### src/rtl/neo_pixel_receiver.sv
// NeoPixel single-wire receiver: measures high pulses, rebuilds 24-bit G/R/B words
// and reports each pixel plus end-of-frame status when the low latch period is seen.
module neo_pixel_receiver #(
  parameter int NUM_PIXELS   = 5,
  parameter int THRESH_HIGH  = 27,
  parameter int MIN_HIGH     = 8,
  parameter int MAX_HIGH     = 60,
  parameter int LATCH_CYCLES = 2500
) (
  input  logic       clock,
  input  logic       reset,
  input  logic       neo_in,
  output logic       pixel_valid,
  output logic [2:0] pixel_index,
  output logic [7:0] green,
  output logic [7:0] red,
  output logic [7:0] blue,
  output logic       frame_done,
  output logic       frame_error,
  output logic [3:0] pixels_received,
  output logic       busy
);

  localparam int LOW_W = $clog2(LATCH_CYCLES + 1);
  localparam logic [LOW_W-1:0] LATCH_L = LOW_W'(LATCH_CYCLES);
  localparam logic [6:0] MIN_H = 7'(MIN_HIGH);
  localparam logic [6:0] MAX_H = 7'(MAX_HIGH);
  localparam logic [6:0] THR_H = 7'(THRESH_HIGH);
  localparam logic [7:0] NUM_P = 8'(NUM_PIXELS);

  typedef enum logic [2:0] {SYNC, IDLE, HIGH, LOW, ERR} state_t;

  logic sync_p0, sync_p1, level_p2, rise_p2, fall_p2;

  state_t           state, state_nx;
  logic [6:0]       high_cnt, high_nx;
  logic [LOW_W-1:0] low_cnt, low_nx;
  logic [4:0]       bit_cnt, bit_nx;
  logic [7:0]       pixel_cnt, pixel_nx;
  logic [23:0]      shift_reg, shift_nx;
  logic             err_flag, err_nx;
  logic             pixel_valid_nx, frame_done_nx, frame_error_nx, busy_nx;
  logic [2:0]       pixel_index_nx;
  logic [23:0]      grb_nx;
  logic [3:0]       pixels_received_nx;
  logic             bit_val;
  logic [23:0]      new_word;
  logic [3:0]       pixel_sat;

  // Stage p0/p1: two-flop synchronizer; stage p2: registered level and edges
  always_ff @(posedge clock or posedge reset) begin
    if (reset) begin
      sync_p0  <= 1'b0;
      sync_p1  <= 1'b0;
      level_p2 <= 1'b0;
      rise_p2  <= 1'b0;
      fall_p2  <= 1'b0;
    end else begin
      sync_p0  <= neo_in;
      sync_p1  <= sync_p0;
      level_p2 <= sync_p1;
      rise_p2  <= sync_p1 & ~level_p2;
      fall_p2  <= ~sync_p1 & level_p2;
    end
  end

  // high_cnt holds the number of edges that sampled the line high; the rise itself counts as one.
  assign bit_val   = (high_cnt >= THR_H);
  assign new_word  = {bit_val, shift_reg[23:1]};
  assign pixel_sat = (pixel_cnt > 8'd15) ? 4'd15 : pixel_cnt[3:0];

  always_comb begin
    state_nx           = state;
    high_nx            = high_cnt;
    low_nx             = low_cnt;
    bit_nx             = bit_cnt;
    pixel_nx           = pixel_cnt;
    shift_nx           = shift_reg;
    err_nx             = err_flag;
    pixel_valid_nx     = 1'b0;
    pixel_index_nx     = pixel_index;
    grb_nx             = {green, red, blue};
    frame_done_nx      = 1'b0;
    frame_error_nx     = frame_error;
    pixels_received_nx = pixels_received;
    busy_nx            = busy;
    case (state)
      SYNC: begin
        if (level_p2) begin
          low_nx = '0;
        end else if ((low_cnt + LOW_W'(1)) == LATCH_L) begin
          low_nx   = '0;
          state_nx = IDLE;
        end else begin
          low_nx = low_cnt + LOW_W'(1);
        end
      end
      IDLE: begin
        if (rise_p2) begin
          high_nx  = 7'd1;
          bit_nx   = '0;
          pixel_nx = '0;
          err_nx   = 1'b0;
          busy_nx  = 1'b1;
          state_nx = HIGH;
        end
      end
      HIGH: begin
        if (fall_p2) begin
          low_nx = LOW_W'(1);
          if (high_cnt < MIN_H || high_cnt > MAX_H) begin
            err_nx   = 1'b1;
            state_nx = ERR;
          end else begin
            shift_nx = new_word;
            state_nx = LOW;
            if (bit_cnt == 5'd23) begin
              bit_nx = '0;
              if (pixel_cnt < NUM_P) begin
                pixel_valid_nx = 1'b1;
                pixel_index_nx = pixel_cnt[2:0];
                grb_nx         = new_word;
              end
              pixel_nx = (pixel_cnt != 8'hFF) ? pixel_cnt + 8'd1 : pixel_cnt;
            end else begin
              bit_nx = bit_cnt + 5'd1;
            end
          end
        end else if (high_cnt >= MAX_H) begin
          // this cycle's sample makes the width MAX_HIGH+1
          err_nx   = 1'b1;
          low_nx   = '0;
          state_nx = ERR;
        end else if (high_cnt != 7'd127) begin
          high_nx = high_cnt + 7'd1;
        end
      end
      LOW: begin
        if (rise_p2) begin
          high_nx  = 7'd1;
          state_nx = HIGH;
        end else if ((low_cnt + LOW_W'(1)) == LATCH_L) begin
          frame_done_nx      = 1'b1;
          frame_error_nx     = (bit_cnt != 5'd0) || (pixel_cnt > NUM_P) || err_flag;
          pixels_received_nx = pixel_sat;
          busy_nx            = 1'b0;
          low_nx             = '0;
          state_nx           = IDLE;
        end else begin
          low_nx = low_cnt + LOW_W'(1);
        end
      end
      ERR: begin
        if (level_p2) begin
          low_nx = '0;
        end else if ((low_cnt + LOW_W'(1)) == LATCH_L) begin
          frame_done_nx      = 1'b1;
          frame_error_nx     = 1'b1;
          pixels_received_nx = pixel_sat;
          busy_nx            = 1'b0;
          low_nx             = '0;
          state_nx           = IDLE;
        end else begin
          low_nx = low_cnt + LOW_W'(1);
        end
      end
      default: state_nx = SYNC;
    endcase
  end

  // Stage p3: FSM state, counters and registered outputs
  always_ff @(posedge clock or posedge reset) begin
    if (reset) begin
      state           <= SYNC;
      high_cnt        <= '0;
      low_cnt         <= '0;
      bit_cnt         <= '0;
      pixel_cnt       <= '0;
      shift_reg       <= '0;
      err_flag        <= 1'b0;
      pixel_valid     <= 1'b0;
      pixel_index     <= '0;
      green           <= '0;
      red             <= '0;
      blue            <= '0;
      frame_done      <= 1'b0;
      frame_error     <= 1'b0;
      pixels_received <= '0;
      busy            <= 1'b0;
    end else begin
      state           <= state_nx;
      high_cnt        <= high_nx;
      low_cnt         <= low_nx;
      bit_cnt         <= bit_nx;
      pixel_cnt       <= pixel_nx;
      shift_reg       <= shift_nx;
      err_flag        <= err_nx;
      pixel_valid     <= pixel_valid_nx;
      pixel_index     <= pixel_index_nx;
      {green, red, blue} <= grb_nx;
      frame_done      <= frame_done_nx;
      frame_error     <= frame_error_nx;
      pixels_received <= pixels_received_nx;
      busy            <= busy_nx;
    end
  end

endmodule

### config.mk
export PLATFORM = sky130hd
export DESIGN_NAME = neo_pixel_receiver
export DESIGN_NICKNAME = d
export VERILOG_FILES = /design/src/rtl/neo_pixel_receiver.sv
export SDC_FILE = /design/constraint.sdc
export NUM_CORES = 1
export LEC_CHECK = 0
export CORE_ASPECT_RATIO = 0.8
export CORE_MARGIN = 4
export CORE_UTILIZATION = 35
export CTS_CLUSTER_DIAMETER = 120
export DETAILED_ROUTE_END_ITERATION = 10
export PLACE_DENSITY = 0.6
export SLEW_MARGIN = 20
export SYNTH_ARGS = -nofsm -noshare
export SYNTH_HDL_FRONTEND = slang
export SYNTH_SLANG_ARGS = --single-unit
### constraint.sdc
create_clock -name clock -period 2.8 [get_ports clock]
set_clock_uncertainty 0.05 [all_clocks]
set_input_delay 0.28 -clock clock [delete_from_list [all_inputs] [get_ports clock]]
set_output_delay 0.28 -clock clock [all_outputs]
set_load 0.03 [all_outputs]
Word-level counts from Yosys, hierarchy flattened. Cells that the tools add are included.

Output and inout bits: 35. Bits of input ports: 3. Register bits after elaboration: 100. Logic and storage cells: 143.

Mux-type cells: 59. Equality and inequality tests: 24. Bitwise gates (word level): 5. $add $sub $neg: 4. $lt $le $gt $ge: 7. Reductions and logical operators: 23.

Operators with widths (number): 12-bit 2-to-1 mux (5); 8-bit 2-to-1 mux (5); 12-bit one-hot mux with 3 select lines (1); 7-bit 2-to-1 mux (4); 2-bit != test (second input constant) (13); 3-bit 2-to-1 mux (7); 1-bit 2-to-1 mux (20); 5-bit 2-to-1 mux (4); 4-bit 2-to-1 mux (4); 8-bit one-hot mux with 2 select lines (1); 5-bit AND reduction (3); 7-bit one-hot mux with 2 select lines (1); 12-bit by 1-bit adder with 12-bit output (second input constant) (1); 12-bit equality test (second input constant) (1); 3-bit one-hot mux with 4 select lines (1); 3-bit AND reduction (4); 4-bit AND reduction (3); 5-bit one-hot mux with 2 select lines (1); 8-bit by 1-bit adder with 8-bit output (second input constant) (1); 8-bit by 3-bit greater-than comparator with 1-bit output (second input constant) (1); 8-bit by 4-bit greater-than comparator with 1-bit output (second input constant) (1); 8-bit by 3-bit less-than comparator with 1-bit output (second input constant) (1); 8-bit != test (second input constant) (1); 4-bit one-hot mux with 2 select lines (1); 24 further kinds (37).

Depth between registers and ports, before layout. Gate-level depths: netlist of the first run.

Depth in word-level cells: 6. Gate-level depth with buffers: 8. Mapped depth without buffers: 7.

Worst setup path after synthesis of the first run. Ideal clock, no wire load.

Path kind: flip-flop to flip-flop. Start point: register low_cnt[0]. End point: register frame_error. Required time: 2625 ps. Setup time: 125 ps. Arrival time: 2112 ps. Setup slack: 513 ps. Buffers on the path: 1. Stages on the path, launching flop included: 9. Path through: dfrtp_1 > ha_1 > nand4_1 > and4b_1 > a211oi_1 > or4_1 > buf_6 > nor2_8 > mux2_4.

Cells in the longest elaborated chain, start to end: 4.

RTL lines: start, declared (line 37) `logic [LOW_W-1:0] low_cnt, low_nx;`; start signal, assigned (line 193) `low_cnt <= low_nx;`; 12-bit by 1-bit adder with 12-bit output * (line 142, 156); 12-bit equality test * (line 142, 156); 2-bit != test (no line); 5-bit AND reduction (no line) *; end signal, assigned (line 202) `frame_error <= frame_error_nx;`; end, declared (line 19) `output logic frame_error,`.

Every way passes the cells marked *; elsewhere a longest branch is shown, timed or not. A chain may end at the register's enable or synchronous reset.

Worst setup path in the final report of the first run.
Start point: register low_cnt[0]. End point: register state[2].

Cells in the longest elaborated chain, start to end: 5.

RTL lines: 12-bit by 1-bit adder with 12-bit output * (line 91, 142, 156); 12-bit equality test * (line 91, 142, 156); 3-bit 2-to-1 mux *; 3-bit 2-to-1 mux (on tied branches); 3-bit one-hot mux with 4 select lines *; end signal, assigned (line 191) `state <= state_nx;`; end, declared (line 35) `state_t state, state_nx;`.

Every way passes the cells marked *; elsewhere a longest branch is shown, timed or not. The select of a mux whose other input is x is not followed.

==> metrics.txt, run 1 <==
status=finished, final reports clean; layout cells sized above 1=11.8%; reg2reg end=state[2]; r2r setup slk=around 0.25 ns; setup violators final=0; port bufs=37; FILL cells=1291; CTS Buf Count=9; Starting Density=35.7%; Register-to-Register Path Depth=8; final instance area=0.00549 mm2; minimum clock period=2.55 ns; Clock Tree Root=clkbuf_16; commonest cells after routing, fill and taps aside=102 x nand2_1, 99 x dfrtp_1, 37 x clkdlybuf4s50_1; Global Route Usage Sum=13.3%; element type at the critical path end=register; WL/cell=13.9 um; synthesized cell area=0.00460 mm2; Fmax achieved=393 MHz; number of flip-flops in the largest register=23; dpl hpwl=~6.3 mm; post-synthesis cell type count=57; crit path DAT=2.70 ns; RSZ-0062 raised after global routing=false; Seq/Total Area, Yosys=between 50% and 60%; clk buf depth=2; Net Count, Synth=466; cts hold-fix bufs=0; Slew Limit Fails=0; FFs w/ async S/R, synth=100%; Synth area leader=dfrtp_1; clk_lat worst skew=0.34 ns; power density over the cells=roughly 500 mW/mm2; kind of launch point of the worst setup path=register; Vias=around 3400; Clock transition at path regs=roughly 0.070 ns; NumNets Final=504; area used by multi-input combinational logic=0.00199 mm2; sequential standard cell area=0.00248 mm2; Vias per Instance=5.04; Cell Rows=37; die height=110 um; Max FO, Critical Path=7; DR iter-0 viols=276; core footprint=0.0129 mm2; ys flop type=dfrtp_1; total gr overflow=0; final wirelength=roughly 9.4 mm; area grow syn2layout=19.4%; #FFs+latches synth=99; remaining antenna violation count=0; Crit path required time=2.96 ns; Slew @ Worst Pin=0.719 ns; DRC violations left=0; post-cts gate resize count=0; top post-synthesis cells by area=dfrtp_1 54%, nand2_1 8.3%, mux2_2 5.9%; Crit Path Class=reg -> reg; Post-Synthesis Cells=about 460; Max-Cap Viols=0; area post-placement=0.00519 mm2; LEAKAGE=2.57 nW; Die ar.=0.0150 mm2; CTS Sinks=99; I/O pins=38; Fin Setup TNS=0 ns; # Post-CTS Setup Buffers=0; worst reg2reg path startpoint=low_cnt[0]; first-pass GRT wire length=approximately 17 mm; period utilization=90.9%; critical path capture point=state[2]; Syn Area/Cell=10.1 um2; synth warn=0; commonest non-fill, non-tap cell in the layout=nand2_1; largest net degree at the start of global routing=100; worst vdd ir=0.000318 V; antenna cells=0; Slew headroom=52.0%; post-synth top area share=53.9%; H-tree level count=3; Die W=136 um; RePlAce Congestion=0.853; Pre-antenna DRT Iters=5; Hold WC Path Type=reg -> reg; CTS tree=built; EDFF count, synth=0; initial antenna violation count=0; Hold Violations, Final=0; Crit. Startpoint=low_cnt[0]; vias in the first global route=around 3300
-- Yosys cell counts (7+ instances only) --
cell type,number
clkbuf_1,10
mux2_2,24
nand2b_1,8
dfrtp_1,99
nor3_1,8
nand2_1,102
a31oi_1,9
inv_1,11
nand4_1,8
o21ai_0,27
a21oi_1,15
nand3_1,10
nor2_1,26
ha_1,7
-- final cells by class --
type,count,share of cell area [%]
Clock buffer,9,4.10
Clock inverter,7,1.39
Inverter,11,0.821
Multi-Input combinational cell,328,36.3
Sequential cell,99,45.1
Tap cell,175,3.99
Timing Repair Buffer,45,8.30
-- routing by layer --
layer	share of wire (%)	up-vias	track usage, %
met3	3.8	6	3.42
met2	46	76	19.7
met4	0.95	0	2.82
li1	-	1685	-
met5	0	-	0
met1	50	1627	19.5
-- logic make-up (layout without fill, tap and decap cells) --
logic type               Yosys count  in the layout  synth area share, %
multiplexers                      29             29                 7.41
AO/OA/AOI/OAI                     87             87                 12.3
buffers and inverters             29             72                 2.78
adder cells (fa/ha/maj)            7              7                 1.91
XOR/XNOR                           2              2                0.381
AND/OR/NAND/NOR                  203            203                 21.3
flip-flops                        99             99                 53.9
-- how the worst min path moves through the flow --
stage                        from      end  slack, ns  depth (start not counted)
after floorplan            neo_in  sync_p0       0.26                          0
after global placement    sync_p0  sync_p1       0.29                          0
after detailed placement  sync_p0  sync_p1       0.29                          0
after CTS                 sync_p0  sync_p1       0.30                          0
after global routing      sync_p0  sync_p1       0.32                          0
final                     sync_p0  sync_p1       0.30                          0
-- power by group --
| group | internal (W) | leakage, nW | switching, W |
|---|---|---|---|
| combinational | 0.0000154 | 1.05 | 0.0000412 |
| sequential | 0.00144 | 1.37 | 0.00000979 |
| clock | 0.000701 | 0.148 | 0.000552 |
-- stage by stage --
step	hold WS (ns)	util (%)	power, W	worst slack, ns	std cells
after CTS	0.304	42.7	0.00279	0.290	674
after global placement	0.290	40.3	0.00153	0.386	658
after detailed placement	0.289	40.3	0.00153	0.320	658
after global routing	0.318	42.7	0.00287	0.132	674
final	0.301	42.7	0.00276	0.255	674
after floorplan	0.261	-	0.00151	0.513	456
-- worst max-delay path, stage by stage (launching register included) --
cell,delay [ns]
dfrtp_1,0.42
ha_1,0.28
nand4_1,0.12
and4b_1,0.27
a211oi_1,0.07
or4_1,0.62
buf_4,0.23
nor4b_1,0.27
a211oi_1,0.08
(Power assumes the default switching activity.)
==> inputs of run 2 (changes only) <==
Settings changed: GPL_TIMING_DRIVEN from default to 0, HOLD_SLACK_MARGIN from default to 0.06.
==> metrics.txt, run 2 (synthesis results as in run 1) <==
# Post-CTS Setup Buffers=0; DRC violations left=0; Max FO, Critical Path=10; commonest non-fill, non-tap cell in the layout=nand2_1; Die ar.=0.0150 mm2; element type at the critical path end=register; Slew @ Worst Pin=0.794 ns; final hold slack=0.302 ns; total gr overflow=0; core footprint=0.0129 mm2; remaining antenna violation count=0; vias in the first global route=3300; Setup WS post-layout=0.221 ns; Slew headroom=46.6%; r2r setup slk=0.22 ns; area grow syn2layout=20.9%; Fin Setup TNS=0 ns; Register-to-Register Path Depth=6; Global Route Usage Sum=between 10% and 20%; first-pass GRT wire length=16.7 mm; antenna cells=0; port bufs=37; dpl hpwl=7.05 mm; hold path cells=0; Crit path required time=2.98 ns; final wirelength=approximately 10 mm; layout cells sized above 1=12.1%; clk_lat worst skew=approximately 0.35 ns; period utilization=92.1%; cts hold-fix bufs=0; RePlAce Congestion=0.801; Clock Tree Root=clkbuf_16; Max-Cap Viols=0; M1 WL=4.95 mm; Vias per Instance=5.04; Worst Hold End=sync_p1; Clock transition at path regs=0.07 ns; Met2 Routed Length=4.45 mm; WL/cell=around 14 um; crit path DAT=2.76 ns; status=finished, final reports clean; met3 wire len=288 um; worst reg2reg path startpoint=high_cnt[2]; FILL cells=~1300; Vias=about 3500; number of flip-flops in the largest register=23; Die W=136 um; CTS Buf Count=9; Place WS=0.261 ns; initial antenna violation count=0; largest net degree at the start of global routing=28; Hold Violations, Final=0; Slew Limit Fails=0; setup violators final=0; RSZ-0062 raised after global routing=false; minimum clock period=~2.6 ns; worst vdd ir=0.000376 V; Crit Path Class=reg -> reg; post-cts gate resize count=0; Cell Rows=37; I/O pins=38; Starting Density=35.7%; Top Metal Used=met4; H-tree level count=3; power density over the cells=just under 500 mW/mm2; die height=around 110 um; clk buf depth=2; NumNets Final=517; worst hold start=sync_p0; CTS tree=built; DR iter-0 viols=183; LEAKAGE=2.60 nW; Fmax achieved=388 MHz; Hold WC Path Type=reg -> reg; kind of launch point of the worst setup path=register; CTS Sinks=99; reg2reg end=red[7]; Pre-antenna DRT Iters=5; commonest cells after routing, fill and taps aside=102 x nand2_1, 99 x dfrtp_1, 37 x clkdlybuf4s50_1
==> run 2: worst max path at each step <==
stage	to	from	cells after the start	slack, ns
5_1_grt	green[4]	high_cnt[2]	6	0.01
6_report	red[7]	high_cnt[2]	6	0.22
3_3_place_gp	red[0]	reset	2	0.22
4_1_cts	red[7]	high_cnt[2]	6	0.23
2_1_floorplan	frame_error	low_cnt[0]	8	0.51
3_5_place_dp	blue[6]	high_cnt[2]	6	0.26
==> run 2: per-stage QoR <==
step | instances | total power [W] | utilization [%] | area [um2]
final | 687 | 0.00275 | 43.2 | 5560
after global routing | 687 | 0.00286 | 43.2 | 5560
after CTS | 687 | 0.00279 | 43.2 | 5560
after detailed placement | 671 | 0.00154 | 40.8 | 5260
after global placement | 668 | 0.00153 | 40.3 | 5190
after floorplan | 456 | 0.00151 | - | 4600
==> run 2: final cells by class <==
cell class | instances | area, um2 | area share [%]
sequential | 99 | 2480 | 44.6
multi-input combinational | 328 | 1990 | 35.8
timing repair buffer | 40 | 438 | 7.88
clock buffer | 9 | 225 | 4.05
tap | 175 | 219 | 3.94
buffer | 18 | 86.3 | 1.55
clock inverter | 7 | 76.3 | 1.37
inverter | 11 | 45.0 | 0.810
==> run 2: report_power, final <==
group	switching, W	internal, W	total [W]
Clock	0.000603	0.000638	0.00124
Combinational	0.0000455	0.0000234	0.0000689
Sequential	0.00000781	0.00144	0.00144
==> run 2: worst max-delay path, cell delays in order (launching register included) <==
cell and delay [ns]:
dfrtp_1 0.46, nand4_1 0.25, o2111ai_1 0.62, nor2_2 0.19
nand4_1 0.20, buf_2 0.31, mux2_2 0.37
==> run 2: metal layers <==
| layer | global-route usage, % | vias to the layer above |
|---|---|---|
| li1 | - | 1710 |
| met1 | 19.9 | 1696 |
| met2 | 20.2 | 52 |
| met3 | 3.37 | 7 |
| met4 | 3.56 | 0 |
| met5 | 0 | - |
==> inputs of run 3 (changes only) <==
Settings changed: GPL_ROUTABILITY_DRIVEN from default to 0.
==> results of run 3 <==
No change in the layout: final DEF, timing and power equal those of run 2.
